<file path="config.mk">
export PLATFORM = sky130hd
export DESIGN_NAME = scan_select_sequencer
export DESIGN_NICKNAME = d
export VERILOG_FILES = /design/src/rtl/scan_select_sequencer.sv
export SDC_FILE = /design/constraint.sdc
export NUM_CORES = 1
export LEC_CHECK = 0
export ABC_AREA = 1
export ABC_CLOCK_PERIOD_IN_PS = 2000
export CAP_MARGIN = 20
export CELL_PAD_IN_SITES_DETAIL_PLACEMENT = 1
export CELL_PAD_IN_SITES_GLOBAL_PLACEMENT = 1
export CORE_ASPECT_RATIO = 0.9
export CORE_MARGIN = 2
export CORE_UTILIZATION = 39
export CTS_CLUSTER_DIAMETER = 120
export CTS_CLUSTER_SIZE = 14
export DETAILED_ROUTE_END_ITERATION = 8
export PLACE_DENSITY_LB_ADDON = 0.1
export SKIP_LAST_GASP = 1
export SLEW_MARGIN = 0
export SYNTH_ARGS = -nofsm -noshare
export SYNTH_HDL_FRONTEND = slang
export SYNTH_SLANG_ARGS = --single-unit
</file>
<file path="constraint.sdc">
create_clock -name clk -period 2 [get_ports clk]
set_input_delay 0.2 -clock clk [delete_from_list [all_inputs] [get_ports clk]]
set_output_delay 0.2 -clock clk [all_outputs]
set_load 0.02 [all_outputs]
</file>
<file path="src/rtl/scan_select_sequencer.sv">
// scan_select_sequencer: drives the {c,b,a} select and sel_valid of a 3-to-8
// decoder. It steps over the channels enabled in a mask latched at frame start,
// dwelling DWELL_CYCLES on each one and then blanking for BLANK_CYCLES.
// Optional build macro: SCAN_CONTINUOUS_EN repeats frames until stop or rst.
// Ports:
//   clk, rst           clock (rising edge), async active-high reset
//   start, stop        begin a frame (honoured only in IDLE), synchronous abort
//   chan_mask[7:0]     channel enables, bit i = channel i
//   c, b, a            select MSB..LSB
//   sel_valid          high during a dwell
//   busy               high outside IDLE
//   scan_done          one-cycle pulse on the final cycle of a frame
module scan_select_sequencer #(
  parameter int DWELL_CYCLES = 4,
  parameter int BLANK_CYCLES = 1
) (
  input  logic       clk,
  input  logic       rst,
  input  logic       start,
  input  logic       stop,
  input  logic [7:0] chan_mask,
  output logic       c,
  output logic       b,
  output logic       a,
  output logic       sel_valid,
  output logic       busy,
  output logic       scan_done
);

  localparam int MAX_C =
    (DWELL_CYCLES > BLANK_CYCLES) ? DWELL_CYCLES : BLANK_CYCLES;
  localparam int CW = $clog2(MAX_C + 1);

  localparam logic [CW-1:0] DW_LOAD = CW'(DWELL_CYCLES - 1);
  localparam logic [CW-1:0] BL_LOAD =
    (BLANK_CYCLES > 0) ? CW'(BLANK_CYCLES - 1) : '0;

  localparam bit HAS_BLANK = (BLANK_CYCLES > 0);
  // a freshly entered DWELL is already the last cycle of its channel
  localparam bit DW_ENDS = !HAS_BLANK && (DWELL_CYCLES == 1);
  // a freshly entered BLANK is already the last cycle of its channel
  localparam bit BL_ENDS = (BLANK_CYCLES == 1);

  typedef enum logic [1:0] {
    IDLE,
    DWELL,
    BLANK
  } state_t;

  state_t        state;
  logic [CW-1:0] cnt;
  logic [7:0]    mask_q;
  logic [2:0]    sel;

  function automatic logic [2:0] low_bit(
    input logic [7:0] m
  );
    logic [2:0] r;
    r = 3'd0;
    for (int i = 7; i >= 0; i--) begin
      if (m[i]) r = 3'(i);
    end
    return r;
  endfunction

  function automatic logic any_above(
    input logic [7:0] m,
    input logic [2:0] idx
  );
    logic r;
    r = 1'b0;
    for (int i = 0; i < 8; i++) begin
      if (m[i] && (i > int'(idx))) r = 1'b1;
    end
    return r;
  endfunction

  function automatic logic [2:0] next_above(
    input logic [7:0] m,
    input logic [2:0] idx
  );
    logic [2:0] r;
    r = 3'd0;
    for (int i = 7; i >= 0; i--) begin
      if (m[i] && (i > int'(idx))) r = 3'(i);
    end
    return r;
  endfunction

  logic       last;
  logic [2:0] nxt_sel;
  logic       nxt_last;
  logic [2:0] new_sel;
  logic       new_last;
  logic       new_ok;
  logic       cnt_zero;
  logic       cnt_one;
  logic       leave;

  assign last     = !any_above(mask_q, sel);
  assign nxt_sel  = next_above(mask_q, sel);
  assign nxt_last = !any_above(mask_q, nxt_sel);
  assign new_sel  = low_bit(chan_mask);
  assign new_last = !any_above(chan_mask, new_sel);
  assign new_ok   = (chan_mask != 8'h00);
  assign cnt_zero = (cnt == '0);
  assign cnt_one  = (cnt == CW'(1));

  // the current channel's time is used up this cycle
  assign leave = cnt_zero &&
    ((state == BLANK) || ((state == DWELL) && !HAS_BLANK));

  assign {c, b, a} = sel;

  always_ff @(posedge clk or posedge rst) begin
    if (rst) begin
      state     <= IDLE;
      cnt       <= '0;
      mask_q    <= 8'h00;
      sel       <= 3'd0;
      sel_valid <= 1'b0;
      busy      <= 1'b0;
      scan_done <= 1'b0;
    end else begin
      scan_done <= 1'b0;
      if ((state != IDLE) && stop) begin
        // abort keeps the select so the decoder input does not glitch
        state     <= IDLE;
        sel_valid <= 1'b0;
        busy      <= 1'b0;
      end else if (leave) begin
        if (!last) begin
          state     <= DWELL;
          sel       <= nxt_sel;
          cnt       <= DW_LOAD;
          sel_valid <= 1'b1;
          scan_done <= DW_ENDS && nxt_last;
        end else begin
`ifdef SCAN_CONTINUOUS_EN
          mask_q <= chan_mask;
          if (new_ok) begin
            state     <= DWELL;
            sel       <= new_sel;
            cnt       <= DW_LOAD;
            sel_valid <= 1'b1;
            scan_done <= DW_ENDS && new_last;
          end else begin
            state     <= IDLE;
            sel_valid <= 1'b0;
            busy      <= 1'b0;
          end
`else
          state     <= IDLE;
          sel_valid <= 1'b0;
          busy      <= 1'b0;
`endif
        end
      end else begin
        unique case (state)
          IDLE: begin
            if (start && !stop && new_ok) begin
              state     <= DWELL;
              mask_q    <= chan_mask;
              sel       <= new_sel;
              cnt       <= DW_LOAD;
              sel_valid <= 1'b1;
              busy      <= 1'b1;
              scan_done <= DW_ENDS && new_last;
            end
          end
          DWELL: begin
            if (!cnt_zero) begin
              cnt       <= cnt - CW'(1);
              scan_done <= !HAS_BLANK && last && cnt_one;
            end else begin
              state     <= BLANK;
              cnt       <= BL_LOAD;
              sel_valid <= 1'b0;
              scan_done <= BL_ENDS && last;
            end
          end
          BLANK: begin
            cnt       <= cnt - CW'(1);
            scan_done <= last && cnt_one;
          end
          default: begin
            state     <= IDLE;
            sel_valid <= 1'b0;
            busy      <= 1'b0;
          end
        endcase
      end
    end
  end

endmodule

</file>
# After elaboration in Yosys (flattened, before gate mapping)
# Cells that the tools add are included.
[word_totals]
register_bits = 19
input_bits = 12
out_inout_bits = 6
word_cells = 105
[classes]
addsub = 1
n_lt_le_gt_ge = 7
eq_ne = 10
mux = 51
n_bitwise = 2
n_reduce_logical = 27
[op_table]
columns = ["operator", "n"]
rows = [
  ["3-bit 2-to-1 mux", 23],
  ["1-bit 2-to-1 mux", 19],
  ["3-bit > comparator, first input constant", 4],
  ["1-bit logical AND", 12],
  ["4-bit AND reduction", 3],
  ["3-bit case mux with 3 select lines", 1],
  ["2-bit 2-to-1 mux", 4],
  ["8-bit nonzero test", 1],
  ["2-bit by 3-bit > comparator with 1-bit output, first input constant", 2],
  ["3-bit != test, second input constant", 2],
  ["2-bit case mux with 3 select lines", 1],
  ["3-bit AND reduction", 2],
  ["2-bit nonzero test", 3],
  ["4-bit by 3-bit != test with 1-bit output, second input constant", 1],
  ["4-bit != test, second input constant", 1],
  ["1-bit case mux with 2 select lines", 2],
  ["4-bit nonzero test", 1],
  ["3-bit by 1-bit == test with 1-bit output, second input constant", 1],
  ["1-bit by 3-bit > comparator with 1-bit output, first input constant", 1],
  ["3-bit logical NOT", 1],
  ["3-bit by 1-bit != test with 1-bit output, second input constant", 1],
  ["3-bit by 2-bit != test with 1-bit output, second input constant", 1],
  ["1-bit case mux with 3 select lines", 1],
  ["3-bit by 1-bit subtractor with 3-bit output, second input constant", 1],
  ["7 further kinds", 9],
]

# Logic depth before layout (Yosys ltp)
[depth]
word_depth = 14
depth_mapped = 11
ltp_nobuf = 11

# Worst setup path after synthesis
# OpenSTA, ideal clock, no wires.
[synth_path]
path_type = "reg-to-reg"
startpoint = "register state[0]"
endpoint = "register state[0]"
setup_ps = 121
t_arrival_ps = 1363
required_time_ps = 1879
path_slack_ps = 516
stages_incl_launch_ff = 11
n_path_buf = 0
synth_period_minus_slack_ps = 1484
path_cell_list = "dfrtp_1 inv_1 ha_1 nor2_1 inv_2 nand2_1 nor2_1 a21oi_2 inv_2 nand2_1 o21ai_1"
[synth_between]
elab_chain_cells = 4
word_cells_on_any_way = 13
cone_classes = "eq/ne (5); mux (3); reduce/logical (5)"
[synth_rtl]
columns = ["item", "line", "rtl"]
rows = [
  ["start: declaration", "50", "state_t state;"],
  ["start signal: assignment", "117", "state <= IDLE;"],
  ["start signal: assignment", "128", "state <= IDLE;"],
  ["start signal: assignment", "133", "state <= DWELL;"],
  ["2-bit == test, or another cell as far along", "111, 159", ""],
  ["2-bit case mux with 3 select lines, or another cell as far along", "159", "unique case (state)"],
  ["2-bit 2-to-1 mux, or another cell as far along", "131", "end else if (leave) begin"],
  ["2-bit 2-to-1 mux or 3-bit AND reduction (tied branches)", "--", ""],
]
# Several ways; a longest one is shown, not always the timed one.
# A chain may end at the register's enable or synchronous reset.

# Final worst setup path
# Same ends and word-level chain as after synthesis.

==> results summary <==
The flow ran to the end, and the final reports show no timing, DRC or antenna violations. The slowest stage of the critical path belongs to the cell dfrtp_1. Gates resized during post-CTS repair numbered 0. The proportion of register bits with asynchronous set or reset after synthesis is 1.00. The maximum number of pins on one net before global-route repair came out at 19. The unique cell type count in the Yosys netlist is 26. In this run the cell area of the synthesized design comes to between 0.001 and 0.0015 sq mm. The initial antenna violation count was 0. The global-route wire length before repair is roughly 5500 um. For this design the total switching power over the nets is ~1.1 mW.

Dividing the detail-routed via count by the number of cells gives 4.94. The net count after synthesis came out at around 190. The remaining antenna violation count after routing is 0. The floorplan step set the die height to a little under 60 um.

The fill cell instance count of the final layout is ~420. The gate count of the mapped netlist is approximately 170. The kind of critical path is reg2reg. The signal on the critical path passes through inv_1 -> ha_1 -> nor2_1 -> inv_2 -> nand2_1 -> nor2_1 -> a21oi_2 -> inv_2 -> nand2_1 -> o21ai_1. The share of the synthesized area in the top cell type came out at 0.344. At the pin with the least slew margin, the transition time is 767 ps.

The full die area is about 0.0038 sq mm. The area taken by flip-flops and latches came out at between 400 and 500 sq um. The wire length after detailed routing came out at between 3000 and 4000 um.

The clock share of power is 0.114. Of the total power, the share spent switching nets is 0.484. The maximum cell stage delay along the critical path came out at around 400 ps. The library cell occupying the most area in the post-synthesis netlist is dfrtp_1.

The number of DRC markers in iteration 0 came out at 28. The number of search-and-repair iterations in the first detailed-routing pass is 4. Synthesis inferred 18 register bits.

Port buffering added 17 buffers. The antenna cell count came out at 0. The leakage dissipation is 0.784 nW.

The quantity of hold-fixing buffers added after cts is 0. The share of total power in combinational logic is 0.589. The routed length per instance came out at ~14 um. Of the available clock period, the critical path in the final layout requires 0.885. For this run, the leading register cell type out of synthesis is dfrtp_1.

The share of synthesized area occupied by flip-flops and latches came out at 0.344. The tool flagged a number of max-cap violations equal to 0. The critical path launch point type is a flop. The clock tree buffer depth came out at 2.

The worst relative slew slack is 0.488. The total grt overflow came out at 0. The total routing usage reported by global routing came out at 0.189. CTS placed an instance of clkbuf_8 at the clock tree root. The number of slew-limit violations in the final report came out at 0.

The number of warnings issued by yosys came out at 0. The count of nets after finishing came out at between 200 and 250. Setup repair after global routing left no endpoint under its margin. The number of buffers created by CTS is 3. Leaving out filler cells and counting taps, the final layout contains approximately 230. The via count of the first global-routing pass was approximately 1,200. In this run the worst path has a maximum fanout of 9. The total placed cells including tap cells is 230. Of the total power, registers draw 0.297.

The total of endpoints with negative setup slack in the final report is 0. 18 I/O pins were placed. The weighted congestion reported at the end of routability-driven placement is 0.843. The number of sinks driven by the clock tree came out at 18. The later pin in the worst-skew pair is clocked with a latency of between 200 and 300 ps. The path class of the tightest hold or removal check is in2async. Row generation in the floorplan step produced 19 rows. IR analysis of the VDD net gives a maximum drop of between 0.0006 and 0.0007 V. The clock transition time at the flip-flop clock pins of the worst setup and hold paths is approximately 70 ps. The setup TNS came out at 0 ps. The DRC violations left is 0. The die boundary width is around 65 um. The internal cell power is 1.17 mW. The final critical delay including setup and external delays came out at between 1500 and 2000 ps. TritonCTS built the clock tree.

The multi-input gate area in the final layout came out at around 750 sq um. The post-CTS setup buffer count is 0. The worst setup path is captured at a flop. The fraction of final layout cells sized beyond drive strength 1 is 0.162.

The via count of the routed design is approximately 1,200. The area of the placeable core came out at around 0.0031 sq mm. After synthesis, the cell types taking the most area are dfrtp_1 (34%), nand2_1 (16%), ha_1 (7.7%). The initial utilization of the core area, before any placement, comes to 0.417.

The relative area change from synthesis to final layout is 18.7%. The mean cell area of the mapped netlist came out at 7.60 sq um. In this run the power density over the cells is about 1500 mW/mm^2. STA puts the critical path data required time at roughly 2200 ps. The number of enable flip-flop cells after synthesis is 0. The number of hold violations in the final report came to 0.

The arrival time at the worst endpoint came out at between 1500 and 2000 ps. After legalization and detailed placement, the total HPWL measured between 2000 and 3000 um. Static timing analysis puts the maximum clock frequency at 565 MHz.

The clock skew came out at 1.40 ps. The number of levels the H-tree was split into came out at 1.
## cell families after synthesis
family / synth area share
buffers and inverters: 0.0813
flip-flops: 0.344
adder cells (fa/ha/maj): 0.0766
AND/OR/NAND/NOR: 0.393
AO/OA/AOI/OAI: 0.0976
XOR/XNOR: 0.00670
## critical path, delay by kind of cell (launching register included)
| kind | cells | cell delay, ps |
|---|---|---|
| adders and majority gates | 1 | 300 |
| DFF | 1 | 400 |
| and+or+nand+nor | 4 | 420 |
| AOI/OAI and AO/OA | 2 | 250 |
| buffers and inverters | 3 | 300 |
## Yosys cell counts (2+ instances only)
| cell | number |
|---|---|
| dfrtp_1 | 18 |
| nand3_1 | 16 |
| nand2_1 | 56 |
| nor2_4 | 2 |
| nand3_2 | 2 |
| inv_2 | 7 |
| o21ai_0 | 4 |
| nor2_2 | 2 |
| inv_1 | 16 |
| nand2_2 | 4 |
| nor2_1 | 8 |
| a21oi_1 | 2 |
| o21ai_1 | 4 |
| nand2_4 | 4 |
| nand4_1 | 6 |
| ha_1 | 8 |
| o21ai_2 | 4 |
## metrics by stage
| step | hold slack, ps | worst slack [ps] | total power, mW | cell area, sq um | utilization |
|---|---|---|---|---|---|
| global route | 449 | 7.77 | 2.51 | 1550 | 0.494 |
| CTS | 411 | 202 | 2.30 | 1550 | 0.494 |
| detailed placement | 478 | 220 | 2.03 | 1510 | 0.481 |
| global placement | 466 | 246 | 1.98 | 1510 | 0.481 |
| floorplan | 139 | 516 | 1.66 | 1310 | - |
| finish | 389 | 229 | 2.27 | 1550 | 0.494 |
## cell usage in the layout (no fill, tap or decap), types with 2 or more instances in the layout
cell type        count
a21oi_1              2
clkbuf_8             3
clkdlybuf4s50_1     17
dfrtp_1             18
ha_1                 8
inv_1               16
inv_2                7
nand2_1             56
nand2_2              4
nand2_4              4
nand3_1             16
nand3_2              2
nand4_1              6
nor2_1               8
nor2_2               2
nor2_4               2
o21ai_0              4
o21ai_1              4
o21ai_2              4
## sequential cells by signal, summed over array words and instances, names as in the netlist
register and cells:
cnt 3, sel 3, sel_valid 1, scan_done 1, mask_q 7, state 2
busy 1
## metal layers
| layer | wire length [um] | GRT usage |
|---|---|---|
| met5 | 0 | 0 |
| met4 | 19 | 0.0357 |
| met3 | 148 | 0.0421 |
| met2 | 1410 | 0.300 |
| met1 | 1640 | 0.269 |
## power by group through the flow
stage,Clock (mW),Combinational [mW],Sequential (mW)
floorplan,0,0.966,0.698
global placement,0,1.30,0.673
detailed placement,0,1.35,0.683
CTS,0.270,1.35,0.677
global route,0.281,1.53,0.700
finish,0.259,1.34,0.675
## final cells by class
| cell class | count | share of cell area |
|---|---|---|
| multi-input combinational | 130 | 0.484 |
| sequential | 18 | 0.290 |
| timing repair buffer | 17 | 0.110 |
| inverter | 23 | 0.0556 |
| tap | 42 | 0.0339 |
| clock buffer | 3 | 0.0266 |
## worst paths after layout
path | start | to | slack (ps) | depth (start not counted)
max in group asynchronous | rst | sel[0] | 1130 | 2
hold reg to reg | busy | busy | 490 | 2
setup / recovery | state[0] | state[0] | 230 | 10
hold / removal | rst | scan_done | 390 | 2
min in group clk | busy | busy | 490 | 2
setup reg to reg | state[0] | state[0] | 230 | 10
No activity file was read; power rests on OpenSTA's default activity.
